--- src/rtl/rsp_pkg.sv ---
// Shared definitions for the rock-scissor-paper round judge.
// Choice/result codes, FSM encodings and the seven-segment digit decode.
package rsp_pkg;

    localparam logic [2:0] ROCK    = 3'b001;
    localparam logic [2:0] SCISSOR = 3'b010;
    localparam logic [2:0] PAPER   = 3'b100;

    typedef enum logic [1:0] {
        RES_NONE = 2'b00,
        RES_WIN  = 2'b01,
        RES_LOSE = 2'b10,
        RES_DRAW = 2'b11
    } res_e;

    localparam logic [2:0] ST_IDLE   = 3'd0;
    localparam logic [2:0] ST_SETTLE = 3'd1;
    localparam logic [2:0] ST_JUDGE  = 3'd2;
    localparam logic [2:0] ST_SHOW   = 3'd3;
    localparam logic [2:0] ST_OVER   = 3'd4;

    function automatic logic is_choice(input logic [2:0] c);
        return (c == ROCK) || (c == SCISSOR) || (c == PAPER);
    endfunction

    function automatic res_e judge(input logic [2:0] u, input logic [2:0] c);
        if (u == c)
            return RES_DRAW;
        if ((u == ROCK && c == SCISSOR) ||
            (u == SCISSOR && c == PAPER) ||
            (u == PAPER && c == ROCK))
            return RES_WIN;
        return RES_LOSE;
    endfunction

    // Active-high gfedcba; anything above 9 shows 'E'.
    function automatic logic [6:0] seg7(input logic [7:0] v);
        logic [6:0] s;
        case (v)
            8'd0:    s = 7'h3F;
            8'd1:    s = 7'h06;
            8'd2:    s = 7'h5B;
            8'd3:    s = 7'h4F;
            8'd4:    s = 7'h66;
            8'd5:    s = 7'h6D;
            8'd6:    s = 7'h7D;
            8'd7:    s = 7'h07;
            8'd8:    s = 7'h7F;
            8'd9:    s = 7'h6F;
            default: s = 7'h79;
        endcase
        return s;
    endfunction

endpackage

--- src/rtl/rsp_judge_if.sv ---
// Bundle between the keypad/random stage, the judge and the display.
// RSP_SEG7_EN adds the seven-segment score outputs.
interface rsp_judge_if #(
    parameter int SCORE_W = 4
);
    logic               key_press;
    logic [2:0]         user_sel;
    logic [2:0]         cpu_sel;
    logic [1:0]         result;
    logic               result_valid;
    logic               sel_err;
    logic               led_win;
    logic               led_lose;
    logic               led_draw;
    logic [SCORE_W-1:0] user_score;
    logic [SCORE_W-1:0] cpu_score;
    logic               game_over;
`ifdef RSP_SEG7_EN
    logic [6:0]         seg_user;
    logic [6:0]         seg_cpu;
`endif

    modport master (
        output key_press, user_sel, cpu_sel,
        input  result, result_valid, sel_err,
        input  led_win, led_lose, led_draw,
        input  user_score, cpu_score, game_over
`ifdef RSP_SEG7_EN
        , input seg_user, seg_cpu
`endif
    );

    modport slave (
        input  key_press, user_sel, cpu_sel,
        output result, result_valid, sel_err,
        output led_win, led_lose, led_draw,
        output user_score, cpu_score, game_over
`ifdef RSP_SEG7_EN
        , output seg_user, seg_cpu
`endif
    );

endinterface

--- src/rtl/rsp_press_sync.sv ---
// Two-flop synchroniser for the keypad level plus a registered rising-edge pulse.
module rsp_press_sync (
    input  logic CLK,
    input  logic RESET,
    input  logic din,
    output logic level,
    output logic pulse
);

    logic s1;
    logic s2;
    logic s3;

    always_ff @(posedge CLK or posedge RESET) begin
        if (RESET) begin
            s1    <= 1'b0;
            s2    <= 1'b0;
            s3    <= 1'b0;
            pulse <= 1'b0;
        end else begin
            s1    <= din;
            s2    <= s1;
            s3    <= s2;
            pulse <= s2 & ~s3;
        end
    end

    assign level = s2;

endmodule

--- src/rtl/rsp_judge.sv ---
// Round judge: settle after a press, decide win/lose/draw, keep scores, hold LEDs.
// RSP_SEG7_EN enables the seven-segment score decoders.
module rsp_judge
    import rsp_pkg::*;
#(
    parameter int SETTLE_CYCLES = 1300,
    parameter int SHOW_CYCLES   = 50000,
    parameter int SCORE_W       = 4,
    parameter int WIN_SCORE     = 3
) (
    input logic         CLK,
    input logic         RESET,
    rsp_judge_if.slave  bus
);

    localparam int TMAX = (SHOW_CYCLES > SETTLE_CYCLES) ? SHOW_CYCLES : SETTLE_CYCLES;
    localparam int TW   = $clog2(TMAX + 1);

    localparam logic [TW-1:0]      SETTLE_LAST = TW'(SETTLE_CYCLES - 1);
    localparam logic [TW-1:0]      SHOW_END    = TW'(SHOW_CYCLES);
    localparam logic [SCORE_W-1:0] WIN_LAST    = SCORE_W'(WIN_SCORE - 1);
    localparam logic [SCORE_W-1:0] WIN_FULL    = SCORE_W'(WIN_SCORE);

    logic               key_level;
    logic               press;
    logic [2:0]         state;
    logic [TW-1:0]      timer;
    res_e               res_q;
    logic               valid_q;
    logic               err_q;
    logic               win_q;
    logic               lose_q;
    logic               draw_q;
    logic [SCORE_W-1:0] user_q;
    logic [SCORE_W-1:0] cpu_q;

    logic sel_ok;
    res_e verdict;
    logic user_inc;
    logic cpu_inc;
    logic match_end;

    rsp_press_sync u_sync (
        .CLK   (CLK),
        .RESET (RESET),
        .din   (bus.key_press),
        .level (key_level),
        .pulse (press)
    );

    always_comb begin
        sel_ok    = is_choice(bus.user_sel) && is_choice(bus.cpu_sel);
        verdict   = judge(bus.user_sel, bus.cpu_sel);
        user_inc  = sel_ok && (verdict == RES_WIN);
        cpu_inc   = sel_ok && (verdict == RES_LOSE);
        match_end = (user_inc && user_q == WIN_LAST) ||
                    (cpu_inc && cpu_q == WIN_LAST);
    end

    always_ff @(posedge CLK or posedge RESET) begin
        if (RESET) begin
            state   <= ST_IDLE;
            timer   <= '0;
            res_q   <= RES_NONE;
            valid_q <= 1'b0;
            err_q   <= 1'b0;
            win_q   <= 1'b0;
            lose_q  <= 1'b0;
            draw_q  <= 1'b0;
            user_q  <= '0;
            cpu_q   <= '0;
        end else begin
            valid_q <= 1'b0;
            err_q   <= 1'b0;
            case (state)
                ST_IDLE: begin
                    if (press) begin
                        state <= ST_SETTLE;
                        timer <= SETTLE_LAST;
                    end
                end
                ST_SETTLE: begin
                    if (timer == '0)
                        state <= ST_JUDGE;
                    else
                        timer <= timer - 1'b1;
                end
                ST_JUDGE: begin
                    timer   <= '0;
                    valid_q <= 1'b1;
                    if (!sel_ok) begin
                        err_q <= 1'b1;
                        res_q <= RES_NONE;
                        state <= ST_SHOW;
                    end else begin
                        res_q  <= verdict;
                        win_q  <= (verdict == RES_WIN);
                        lose_q <= (verdict == RES_LOSE);
                        draw_q <= (verdict == RES_DRAW);
                        user_q <= user_q + SCORE_W'(user_inc);
                        cpu_q  <= cpu_q + SCORE_W'(cpu_inc);
                        state  <= match_end ? ST_OVER : ST_SHOW;
                    end
                end
                ST_SHOW: begin
                    if (timer != SHOW_END)
                        timer <= timer + 1'b1;
                    // Holding the key keeps the LEDs up; a new round needs a fresh edge.
                    if (timer == SHOW_END && !key_level) begin
                        win_q  <= 1'b0;
                        lose_q <= 1'b0;
                        draw_q <= 1'b0;
                        state  <= ST_IDLE;
                    end
                end
                ST_OVER: begin
                    if (press) begin
                        res_q  <= RES_NONE;
                        win_q  <= 1'b0;
                        lose_q <= 1'b0;
                        draw_q <= 1'b0;
                        user_q <= '0;
                        cpu_q  <= '0;
                        state  <= ST_IDLE;
                    end
                end
                default: begin
                    state <= ST_IDLE;
                end
            endcase
        end
    end

    assign bus.result       = res_q;
    assign bus.result_valid = valid_q;
    assign bus.sel_err      = err_q;
    assign bus.led_win      = win_q;
    assign bus.led_lose     = lose_q;
    assign bus.led_draw     = draw_q;
    assign bus.user_score   = user_q;
    assign bus.cpu_score    = cpu_q;
    assign bus.game_over    = (user_q == WIN_FULL) || (cpu_q == WIN_FULL);

`ifdef RSP_SEG7_EN
    assign bus.seg_user = seg7(8'(user_q));
    assign bus.seg_cpu  = seg7(8'(cpu_q));
`endif

endmodule
--- src/flat_wrapper.sv ---
// flat-port wrapper written by rule: the top's interface ports become plain ports
module rsp_judge_flat import rsp_pkg::*;
#(
    parameter int SETTLE_CYCLES = 1300,
    parameter int SHOW_CYCLES   = 50000,
    parameter int SCORE_W       = 4,
    parameter int WIN_SCORE     = 3
)
  (CLK, RESET, bus_key_press, bus_user_sel, bus_cpu_sel, bus_result, bus_result_valid, bus_sel_err, bus_led_win, bus_led_lose, bus_led_draw, bus_user_score, bus_cpu_score, bus_game_over);
  rsp_judge_if #(.SCORE_W(SCORE_W)) bus_i ();
  input logic CLK;
  input logic RESET;
  input wire logic [$bits(bus_i.key_press)-1:0] bus_key_press;
  input wire logic [$bits(bus_i.user_sel)-1:0] bus_user_sel;
  input wire logic [$bits(bus_i.cpu_sel)-1:0] bus_cpu_sel;
  output wire logic [$bits(bus_i.result)-1:0] bus_result;
  output wire logic [$bits(bus_i.result_valid)-1:0] bus_result_valid;
  output wire logic [$bits(bus_i.sel_err)-1:0] bus_sel_err;
  output wire logic [$bits(bus_i.led_win)-1:0] bus_led_win;
  output wire logic [$bits(bus_i.led_lose)-1:0] bus_led_lose;
  output wire logic [$bits(bus_i.led_draw)-1:0] bus_led_draw;
  output wire logic [$bits(bus_i.user_score)-1:0] bus_user_score;
  output wire logic [$bits(bus_i.cpu_score)-1:0] bus_cpu_score;
  output wire logic [$bits(bus_i.game_over)-1:0] bus_game_over;
  assign bus_i.key_press = bus_key_press;
  assign bus_i.user_sel = bus_user_sel;
  assign bus_i.cpu_sel = bus_cpu_sel;
  assign bus_result = bus_i.result;
  assign bus_result_valid = bus_i.result_valid;
  assign bus_sel_err = bus_i.sel_err;
  assign bus_led_win = bus_i.led_win;
  assign bus_led_lose = bus_i.led_lose;
  assign bus_led_draw = bus_i.led_draw;
  assign bus_user_score = bus_i.user_score;
  assign bus_cpu_score = bus_i.cpu_score;
  assign bus_game_over = bus_i.game_over;
  rsp_judge #(.SETTLE_CYCLES(SETTLE_CYCLES), .SHOW_CYCLES(SHOW_CYCLES), .SCORE_W(SCORE_W), .WIN_SCORE(WIN_SCORE)) u_core (.CLK(CLK), .RESET(RESET), .bus(bus_i));
endmodule
--- config.mk ---
export PLATFORM = sky130hd
export DESIGN_NAME = rsp_judge_flat
export DESIGN_NICKNAME = d
export VERILOG_FILES = /design/src/rtl/rsp_pkg.sv /design/src/rtl/rsp_judge_if.sv /design/src/rtl/rsp_press_sync.sv /design/src/rtl/rsp_judge.sv /design/src/flat_wrapper.sv
export SDC_FILE = /design/constraint.sdc
export NUM_CORES = 1
export LEC_CHECK = 0
export ABC_AREA = 1
export BUFFER_PORTS_ARGS = -buffer_cell sky130_fd_sc_hd__buf_2
export CORE_MARGIN = 2
export CORE_UTILIZATION = 54
export CTS_CLUSTER_SIZE = 14
export DETAILED_ROUTE_END_ITERATION = 7
export HOLD_SLACK_MARGIN = 0.12
export PLACE_DENSITY = 0.83
export SYNTH_ARGS = -nofsm -noshare
export SYNTH_HDL_FRONTEND = slang
export SYNTH_SLANG_ARGS = --single-unit
export TNS_END_PERCENT = 5
--- constraint.sdc ---
create_clock -name CLK -period 2.3 [get_ports CLK]
set_clock_uncertainty 0.15 [all_clocks]
set_input_delay 0.115 -clock CLK [delete_from_list [all_inputs] [get_ports CLK]]
set_output_delay 0.115 -clock CLK [all_outputs]
set_load 0.005 [all_outputs]
; Yosys cells after proc, flatten, opt, wreduce, memory -nomap -nowiden
; Cells that the tools add are included.
[totals]
out_inout_bits = 16
reg_bits = 38
in_bits = 9
word_cells = 112
[op_classes]
eq_ne = 27
muxes = 37
n_bitwise = 2
add_sub_neg = 4
reduce_logical = 28
[ops]
columns = operator, n
row1 = $pmux 16 s4, 1
row2 = $mux 16, 3
row3 = $mux 3, 6
row4 = $add 16x1->16 const B, 1
row5 = $eq 16x16->1 const B, 1
row6 = $eq 4x2->1 const B, 4
row7 = $logic_not 16->1, 1
row8 = $ne 16x16->1 const B, 1
row9 = $pmux 4 s2, 2
row10 = $sub 16x1->16 const B, 1
row11 = $pmux 3 s5, 1
row12 = $eq 3x2->1 const B, 4
row13 = $mux 2, 6
row14 = $mux 4, 3
row15 = $reduce_and 4->1, 3
row16 = $mux 1, 11
row17 = $eq 3x1->1 const B, 3
row18 = $eq 3x3->1 const B, 3
row19 = $logic_and 1x1->1, 9
row20 = $pmux 1 s3, 3
row21 = $add 4x1->4, 2
row22 = $logic_or 1x1->1, 8
row23 = $ne 2x1->1 const B, 4
row24 = $ne 2x2->1 const B, 3
row25 = other kinds (13), 14

; Logic depth before layout (Yosys ltp)
; Gate-level depths: netlist of run 1.
[logic_depth]
word_depth = 15
ltp_mapped = 14
ltp_nobuf = 14

; By module
; Synthesis of run 1 repeated with hierarchy kept, for this count alone.
[unflattened]
hier_cells = 386
hier_area_um2 = 2786.4
[by_module_without_submodules]
columns = mod, area_per_inst_um2, instances, seq_area_each_um2, cells_per_inst
row1 = rsp_judge, 2672.6, 1, 850.8, 379
row2 = rsp_press_sync, 113.9, 1, 100.1, 7

; Worst setup path after synthesis of run 1
; OpenSTA, ideal clock, no wires.
[synth_timing]
path_kind = flip-flop to flip-flop
from = reg u_core.state[2]
to = reg u_core.timer[14]
t_required_ns = 2.033
slack_ns = -0.129
n_path_buf = 0
path_stages_with_launch = 15
setup_time_ns = 0.117
arrival_time_ns = 2.162
period_less_slack_ns = 2.429
cell_sequence = dfrtp_1 > inv_2 > nand2_2 > nor2_4 > inv_1 > ha_1 > nand2_1 > o21ai_0 > nand2_1 > nand2_1 > nand3b_1 > nand2_1 > nand2_1 > nand3_1 > nand2_1
[synth_via]
elab_chain_cells = 3
word_cells_on_any_way = 10
classes_between = 6 x eq/ne / 1 x mux / 3 x reduce/logical
[synth_lines]
columns = element, line_no
row1 = from (decl), rsp_judge.sv:26  ; logic [2:0] state;
row2 = from (signal assigned), rsp_judge.sv:102  ; state <= match_end ? ST_OVER : ST_SHOW;
row3 = "$eq 3x2->1, or another cell as far along", rsp_judge.sv:75  ; case (state)
row4 = "$ne 2x1->1 (no line), or another cell as far along", -
row5 = $reduce_and 4->1 (no line), -
row6 = to (signal assigned), rsp_judge.sv:86  ; timer <= timer - 1'b1;
row7 = to (signal assigned), rsp_judge.sv:107  ; timer <= timer + 1'b1;
row8 = to (decl), rsp_judge.sv:27  ; logic [TW-1:0] timer;
; Several ways; a longest one is shown, not always the timed one.
; A chain may end at the register's enable or synchronous reset.

; Worst setup path in the final report of run 1
[layout_timing]
from = reg u_core.state[2]
to = reg u_core.timer[10]
; The elaborated chain is that of the path after synthesis.

==> results.ini, run 1 <==
[run_status]
status=finished, violations left
violations=setup timing

[drt]
avgRoutedWirePerCell_um=16.5
ant_nets=0
dr.pass1.iters=6
vias_per_cell=5.83
wl_mm=8.50
drc=0
vias=2998
drt_iter0_markers=361

[timing]
tightest_slew_ps=494
drv_slew=0
holdWs_ps=128
layout_setup_ws_ps=-230
fmax_mhz=395
hold_viol=0
setup_viol=13
rsz0062_at_grt=true
period_share_pct=110
fin_crit_ps=2530
timing.slew.headroom_pct=67.1

[clock_network]
cts_made_buffers=5
root_buffer=clkbuf_8
cts.sink_count=38
cts.clk_slew.worst_paths_ps=70
htree_levels=2
worst_skew_pair.late_latency_ps=290
clockBufferDepth=2
cts_tree=built

[worst_setup_path]
crit_type=flop to flop
worstPathArrival_ps=2600
startpoint=u_core.state[2]
worstPathRequired_ps=2370
end_kind=flop
crit_fanout=6
r2r_start=u_core.state[2]
start_kind=flop

[worst_hold_path]
hp-class=input pin to flop
min_from=bus_cpu_sel[1]

[synthesis]
synth_ff_type=dfrtp_1
synth_top_area_share_pct=34.3
ys_seq_area_share_pct=34.3
synth_seq_cells=38
syn_inst=389
synth_area_leaders=dfrtp_1 (34%), nand2_1 (13%), ha_1 (9.0%)
synth_most_common_cell=nand2_1
synthTopCellsByCount=nand2_1 (95), nand3_1 (49), nor2_1 (46)
ys_warn_count=0
synth_cell_type_count=30
synth_enable_flop_cells=0
syn_nets=419
ys_async_sr_fraction_pct=100
yosys.area.top_type=dfrtp_1
avgSynthCellArea_um2=7.12
netlist_area_um2=2770

[die]
core_area_um2=5040
floorplan.initialDensity_pct=54.9
die_h_um=75.6
die-area_um2=5720
fp-row-count=26
io_pins=25
die_w_um=75.6

[final_layout]
fill_cells=337
fin_nets=474
drive_gt1_share_pct=30.0
area_growth_pct=33.4
antenna_cells=0

[placed_design]
place.gp.congestion=0.915
portBuffers=24
dp.final_hpwl_mm=5.04

[job]
timing.max_cap.violations=0

[grt]
grt_pass1_wl_mm=12.9
grt_overflow_total=0
grt_pass1_vias=2748
grt_max_degree=39
antenna_found_initial=0
grt.total_usage_pct=30.5

==> logic make-up after synthesis <==
logic type / after synthesis / synth area share [%]
adder cells (fa/ha/maj): 21 / 9.76
flip-flops: 38 / 34.3
buffers and inverters: 51 / 7.32
AND/OR/NAND/NOR: 212 / 34.4
XOR/XNOR: 10 / 3.16
AO/OA/AOI/OAI: 57 / 11.0
==> sequential cells by signal (all words and copies together) (netlist names) <==
| name | flops |
|---|---|
| u_core.bus.result | 2 |
| u_core.u_sync.s1 | 1 |
| u_core.bus.led_win | 1 |
| u_core.u_sync.level | 1 |
| u_core.u_sync.s3 | 1 |
| u_core.u_sync.pulse | 1 |
| u_core.bus.cpu_score | 4 |
| u_core.bus.sel_err | 1 |
| u_core.bus.led_lose | 1 |
| u_core.timer | 16 |
| u_core.bus.user_score | 4 |
| u_core.state | 3 |
| u_core.bus.result_valid | 1 |
| u_core.bus.led_draw | 1 |
==> what timing repair did <==
action / 4_1_cts / 5_1_grt
buffers inserted: 7 / 1
hold buffers: 2 / 0
setup endpoints to repair: 8 / 16
endpoints found under the hold margin: 39 / 0
cloned: 1 / 0
pin swaps: 15 / 13
resized for setup: 54 / 31
==> cells in the final DEF, fill, tap and decap left out, types with 2 or more instances in the layout <==
| cell | netlist | routed |
|---|---|---|
| nor2_4 | 4 | 5 |
| buf_4 | 1 | 19 |
| nor2_1 | 46 | 38 |
| dfrtp_1 | 38 | 38 |
| inv_2 | 5 | 6 |
| a21oi_2 | 0 | 6 |
| buf_6 | 1 | 2 |
| nand3b_1 | 7 | 7 |
| nand4_1 | 3 | 3 |
| dlygate4sd3_1 | 0 | 2 |
| nor2_2 | 0 | 7 |
| nand3_2 | 1 | 9 |
| a21oi_4 | 0 | 6 |
| o21ai_1 | 9 | 11 |
| ha_1 | 20 | 4 |
| ha_4 | 0 | 15 |
| xor2_1 | 6 | 6 |
| buf_2 | 0 | 24 |
| o22ai_1 | 2 | 2 |
| inv_1 | 44 | 42 |
| nand2_2 | 2 | 12 |
| nand3_1 | 49 | 41 |
| o21ai_2 | 0 | 3 |
| a21o_1 | 2 | 2 |
| xnor2_1 | 4 | 4 |
| a21oi_1 | 17 | 5 |
| o21ai_0 | 23 | 18 |
| nand2_4 | 1 | 2 |
| clkbuf_8 | 0 | 5 |
| clkinvlp_4 | 0 | 3 |
| nand2_1 | 95 | 83 |
==> worst max-delay path: stages, from the launching register on <==
cell	delay, ps
dfrtp_1	400
inv_2	80
nand2_4	60
nor2_4	190
clkinvlp_4	160
buf_12	170
ha_4	300
buf_6	130
nand2_8	70
nor3_4	210
nand3_2	130
nand4_1	140
nand3_2	90
a21boi_2	160
==> metrics by stage <==
step	instance area [um2]	setup WS [ps]	std cells	TNS, ps	utilization (%)
2_1_floorplan	2770	-129	389	-412	-
3_3_place_gp	3070	-26.4	496	-58.4	60.9
3_5_place_dp	3070	-101	496	-405	60.9
4_1_cts	3560	-30.8	513	-53.3	70.6
5_1_grt	3690	-337	514	-3210	73.3
6_report	3690	-230	514	-1710	73.3
==> cell type report <==
cell class                      count  area (um2)  area share (%)
Tap cell                           70        87.6            2.37
Timing Repair Buffer               49         340            9.21
Multi-Input combinational cell    300        2040            55.2
Timing Repair inverter              1        7.51           0.203
Inverter                           49         188            5.08
Clock inverter                      1        7.51           0.203
Sequential cell                    38         951            25.7
Clock buffer                        6        72.6            1.96
==> final timing paths <==
kind / endpoint / cells past startpoint / slack [ps]
setup / recovery: u_core.timer[10] / 13 / -230
hold / removal: u_core.bus.led_draw / 6 / 130
setup reg to reg: u_core.timer[10] / 13 / -230
hold reg to reg: u_core.u_sync.level / 0 / 200
max in group asynchronous: u_core.timer[5] / 4 / 1330
min in group asynchronous: u_core.timer[13] / 4 / 320
==> layer usage <==
layer  share of wire [%]  up-vias  global-route usage [%]
li1                    -     1392                       -
met1                  40     1412                    40.5
met2                  48      149                    48.0
met3                 7.5       45                    6.88
met4                 4.1        0                    13.3
met5                   0        -                       0
Power of run 1 is left out: the tool's default activity adds up to more than one toggle a clock period on the data nets, which glitch-free logic cannot reach.
==> inputs of run 2 (changes only) <==
--- a/config.mk
+++ b/config.mk
@@ -8,12 +8,13 @@
 export ABC_AREA = 1
 export BUFFER_PORTS_ARGS = -buffer_cell sky130_fd_sc_hd__buf_2
 export CORE_MARGIN = 2
-export CORE_UTILIZATION = 54
+export CORE_UTILIZATION = 40
 export CTS_CLUSTER_SIZE = 14
 export DETAILED_ROUTE_END_ITERATION = 7
 export HOLD_SLACK_MARGIN = 0.12
-export PLACE_DENSITY = 0.83
+export PLACE_DENSITY = 0.67
 export SYNTH_ARGS = -nofsm -noshare
 export SYNTH_HDL_FRONTEND = slang
+export SYNTH_HIERARCHICAL = 1
 export SYNTH_SLANG_ARGS = --single-unit
 export TNS_END_PERCENT = 5
==> results.ini, run 2 <==
[synthesis]
synth_seq_cells=38
ys_async_sr_fraction_pct=100
synth_most_common_cell=nand2_1
syn_inst=386
synthTopCellsByCount=nand2_1 (105), inv_1 (48), nand3_1 (41)
yosys.area.top_type=dfrtp_1
synth_cell_type_count=35
avgSynthCellArea_um2=7.22
ys_warn_count=6
ys_seq_area_share_pct=34.1
synth_top_area_share_pct=34.1
netlist_area_um2=2790
synth_enable_flop_cells=0
syn_nets=415
synth_ff_type=dfrtp_1
synth_area_leaders=dfrtp_1 (34%), nand2_1 (14%), ha_1 (8.5%)

[power]
p_sw_share_pct=50.5
pwr-share-comb_pct=70.7
p_switching_mw=2.78
ir_drop_mv=0.539
leakage_nw=1.77
power.clock.fraction_pct=8.5
p_int_mw=2.72
cellPowerDensity_nw_per_um2=1610
seqPwrFrac_pct=20.8

[final_layout]
largest_reg_flops=16
layout_commonest_cell=nand2_1
largest-register=u_core/timer
fin_cells=512
design_area_um2=3410
fin_nets=460
drive_gt1_share_pct=23.1
antenna_cells=0
final_cell_mix=nand2_1 (102), inv_1 (47), nand3_1 (37), dfrtp_1 (37), nor2_1 (30)
area_growth_pct=22.4

[timing]
layout_setup_ws_ps=71.8
fmax_mhz=449
period_share_pct=96.9
setup_viol=0
hold_viol=0
fin_crit_ps=2230
drv_slew=0
tightest_slew_ps=458
rsz0062_at_grt=true
timing.slew.headroom_pct=69.2

[die]
core_area_um2=6760
die_w_um=87.5
fp-row-count=30
floorplan.initialDensity_pct=41.2
die-area_um2=7650
die_h_um=87.5
io_pins=25

[worst_setup_path]
end_kind=flop
cpMostUsedCell=nor2_1
r2r_setup_slack_ps=70
worstPathRequired_ps=2340
crit_fanout=15
startpoint=u_core/state[2]
path_buf_inv=2
start_kind=flop
r2r_start=u_core/state[2]
slowest_delay_ps=380
cp_slowest_cell=dfrtp_1
crit_type=flop to flop
worstPathCellList=inv_1 > nand2_2 > nor2_4 > inv_8 > ha_2 > a21oi_2 > a21boi_4 > nor2_1 > nor2_1 > nand3b_1 > nand3_1 > nand2_1
path_delay_family=simple AND/OR/NAND/NOR gates
worstPathArrival_ps=2270

[grt]
antenna_found_initial=0
grt_max_degree=35
grt_pass1_vias=2490
grt_pass1_wl_mm=11.5
grt.total_usage_pct=18.9
grt_overflow_total=0

[drt]
drt_iter0_markers=139
vias=2691
ant_nets=0
vias_per_cell=5.26
avgRoutedWirePerCell_um=13.6
drc=0
dr.pass1.iters=4
wl_mm=6.94

[clock_network]
htree_levels=2
cts.clk_slew.worst_paths_ps=90
cts_made_buffers=5
clockBufferDepth=2
cts.sink_count=38
worst_skew_pair.late_latency_ps=290
root_buffer=clkbuf_8
cts_tree=built

[placed_design]
dpl_worst_slack_ps=-11.5
dpl_cell_area_um2=3060
portBuffers=24
place.gp.congestion=0.898
place_inst=498
dp.final_hpwl_mm=5.11

[worst_hold_path]
hp-class=input pin to flop
min_from=bus_cpu_sel[0]

[run_status]
status=completed

[job]
timing.max_cap.violations=0

## run 2: changes by cell type after synthesis, sizes merged, moves of 3 or more
cell | before | now
nand4 | 3 | 8
a22oi | 1 | 4
o21ai | 32 | 22
nor2 | 50 | 41
nand3 | 50 | 44
nand2 | 98 | 109
## run 2: repair_timing
item / in CTS / in global routing
hold endpoints to repair: 39 / 0
cloned: 0 / 0
endpoints found under the setup margin: 4 / 10
pin swaps: 0 / 5
gates resized for setup: 2 / 44
hold buffers: 3 / 0
setup buffers: 0 / 3
## run 2: layout make-up
cell class / instances / area, um2
clock inverter: 3 / 21.3
timing repair buffer: 40 / 248
fill: 652 / 3350
clock buffer: 5 / 68.8
inverter: 51 / 199
sequential: 38 / 952
multi-input combinational: 295 / 1820
tap: 80 / 100
## run 2: per-layer routing
layer | global-route usage (%) | vias up | part of all wire [%]
li1 | - | 1359 | -
met1 | 26.6 | 1262 | 47
met2 | 30.5 | 63 | 48
met3 | 2.84 | 7 | 4.4
met4 | 4.76 | 0 | 0.84
met5 | 0 | - | 0
## run 2: power groups by stage
stage | clock network, mW | registers [mW] | logic (mW)
3_5_place_dp | 0 | 1.11 | 3.21
4_1_cts | 0.485 | 1.10 | 3.25
3_3_place_gp | 0 | 1.11 | 3.17
2_1_floorplan | 0 | 1.09 | 2.42
5_1_grt | 0.508 | 1.17 | 4.33
6_report | 0.467 | 1.14 | 3.89
## run 2: kinds of logic (layout without fill, tap and decap cells)
logic type               after synthesis  after routing  share of synthesized area [%]
adder cells (fa/ha/maj)               20             20                           9.25
AND/OR/NAND/NOR                      212            212                           34.7
XOR/XNOR                               7              7                           2.20
buffers and inverters                 53             99                           7.68
AO/OA/AOI/OAI                         56             56                           12.1
flip-flops                            38             38                           34.1
## run 2: worst paths after layout
| check | depth (start not counted) | endpoint |
|---|---|---|
| max in group asynchronous | 4 | u_core/u_sync/pulse |
| worst max register to register | 12 | u_core/timer[14] |
| worst max-delay path | 12 | u_core/timer[14] |
| worst min register to register | 0 | u_core/u_sync/level |
| worst min-delay path | 6 | u_core/bus.led_draw |
| min in group asynchronous | 4 | u_core/bus.user_score[0] |
## run 2: stage by stage
step	hold slack (ps)	util (%)	TNS (ps)	power, mW
after floorplan	-269	-	0	3.51
after global placement	-143	45.3	0	4.28
after detailed placement	-137	45.3	-12.7	4.32
after CTS	131	47.2	0	4.83
after global routing	207	50.5	-305	6.02
final	136	50.5	0	5.50
## run 2: worst min-delay path, delay by kind of cell
family	cells	cell delay, ps
buffers and inverters	1	120
AND/OR/NAND/NOR	3	170
AO/OA/AOI/OAI	1	60
XOR/XNOR	1	60
(Power assumes the default switching activity.)
==> inputs of run 3 (changes only) <==
--- a/config.mk
+++ b/config.mk
@@ -11,8 +11,8 @@
 export CORE_UTILIZATION = 40
 export CTS_CLUSTER_SIZE = 14
 export DETAILED_ROUTE_END_ITERATION = 7
+export GPL_TIMING_DRIVEN = 0
 export HOLD_SLACK_MARGIN = 0.12
-export PLACE_DENSITY = 0.67
 export SYNTH_ARGS = -nofsm -noshare
 export SYNTH_HDL_FRONTEND = slang
 export SYNTH_HIERARCHICAL = 1
==> results.ini, run 3 (same netlist as run 2, synthesis figures left out) <==
[run_status]
status=finished, violations left
violations=setup timing

[grt]
grt_overflow_total=0
antenna_found_initial=0
grt_pass1_vias=2399
grt.total_usage_pct=19.0
grt_max_degree=35
grt_pass1_wl_mm=11.4

[drt]
vias=2745
drt_iter0_markers=126
vias_per_cell=5.25
dr.pass1.iters=4
wl_mm=7.48
avgRoutedWirePerCell_um=14.3
drc=0
ant_nets=0

[worst_setup_path]
ff2ff_path_depth=13
start_kind=flop
slowest_delay_ps=410
worstPathArrival_ps=2340
worstPathCellList=inv_2 > nand2_4 > nor2_4 > clkinv_8 > fa_2 > nand3_2 > nand3_2 > nand2_2 > nand3_2 > nand3b_1 > nand3b_1 > nand3_1 > nand2_1
worstPathRequired_ps=2340
path_delay_family=simple AND/OR/NAND/NOR gates
crit_fanout=6
r2r_start=u_core/state[2]
cpMostUsedCell=nand3_2
path_buf_inv=2
crit_type=flop to flop
cp_slowest_cell=fa_2
end_kind=flop
r2r_end=u_core/timer[14]
r2r_setup_slack_ps=-3

[power]
p_sw_share_pct=49.5
ir_drop_mv=0.528
seqPwrFrac_pct=18.5
power.clock.fraction_pct=7.8
leakage_nw=1.85
p_int_mw=3.17
p_switching_mw=3.11
pwr-share-comb_pct=73.6
cellPowerDensity_nw_per_um2=1690

[timing]
period_share_pct=100
rsz0062_at_grt=true
layout_setup_ws_ps=-3.38
tightest_slew_ps=778
hold_viol=0
fin_crit_ps=2300
tns_ps=-3.38
fmax_mhz=434
holdWs_ps=203
setup_viol=1
timing.slew.headroom_pct=48.1
drv_slew=0

[clock_network]
cts.sink_count=38
htree_levels=2
worst_skew_pair.late_latency_ps=300
cts.clk_slew.worst_paths_ps=80
cts_tree=built
cts_made_buffers=5
root_buffer=clkbuf_8
clockBufferDepth=2

[final_layout]
area_growth_pct=33.0
design_area_um2=3710
layout_commonest_cell=nand2_1
final_cell_mix=nand2_1 (91), inv_1 (40), dfrtp_1 (36)
largest-register=u_core/timer
drive_gt1_share_pct=31.8
antenna_cells=0
final_util_pct=54.9
largest_reg_flops=16
fin_nets=471

[placed_design]
place.gp.congestion=0.814
dpl_worst_slack_ps=-400
portBuffers=24
dp.final_hpwl_mm=4.94
dpl_cell_area_um2=3010

[die]
die-area_um2=7650
core_area_um2=6760
die_w_um=87.5
io_pins=25
floorplan.initialDensity_pct=41.2
die_h_um=87.5
fp-row-count=30

[worst_hold_path]
min_to=u_core/u_sync/level
min_from=u_core/u_sync/s1
hp-class=flop to flop
min_delay_path_depth=0

[job]
timing.max_cap.violations=0

==> run 3: cell types whose count changed in the layout (fill, tap and decap cells not counted), sizes merged <==
cell / delta
clkbuf: +1
dlygate4sd3: +2
buf: +9
inv: -1
==> run 3: power by group through the flow <==
stage | logic, mW | registers (mW) | clock network, mW
6_report | 4.62 | 1.16 | 0.492
2_1_floorplan | 2.42 | 1.09 | 0
5_1_grt | 5.10 | 1.19 | 0.543
3_3_place_gp | 3.05 | 1.14 | 0
3_5_place_dp | 3.09 | 1.14 | 0
4_1_cts | 3.29 | 1.12 | 0.513
==> run 3: worst max path at each step <==
stage	start	endpoint	slack, ps	cells past startpoint
6_report	u_core/state[2]	u_core/timer[14]	-3	13
5_1_grt	u_core/state[2]	u_core/timer[12]	-90	14
4_1_cts	u_core/state[2]	u_core/timer[12]	-50	13
3_5_place_dp	u_core/state[2]	u_core/timer[12]	-400	13
3_3_place_gp	u_core/state[2]	u_core/timer[12]	-390	13
2_1_floorplan	u_core/state[2]	u_core/timer[12]	30	13
==> run 3: what timing repair did <==
action                                 in CTS  in global routing
setup endpoints to repair                  13                 12
hold buffers                                5                  0
pin swaps                                   1                 21
setup buffers                               4                 16
resized for setup                          10                 84
endpoints found under the hold margin      40                  0
==> run 3: area by class of cell <==
class | count | area [um2]
buffer | 2 | 22.5
clock buffer | 6 | 82.6
clock inverter | 2 | 12.5
fill | 621 | 3050
inverter | 51 | 204
multi-input combinational | 295 | 1980
sequential | 38 | 953
tap | 80 | 100
timing repair buffer | 49 | 349
==> run 3: per-layer routing <==
| layer | routed length [um] | track usage (%) |
|---|---|---|
| met1 | 3540 | 27.2 |
| met2 | 3620 | 29.8 |
| met3 | 264 | 3.70 |
| met4 | 52 | 4.20 |
| met5 | 0 | 0 |
==> run 3: through the flow <==
stage,std cells,total power [mW]
detailed placement,490,4.22
finish,523,6.27
global placement,490,4.18
CTS,507,4.92
global route,523,6.83
floorplan,386,3.51
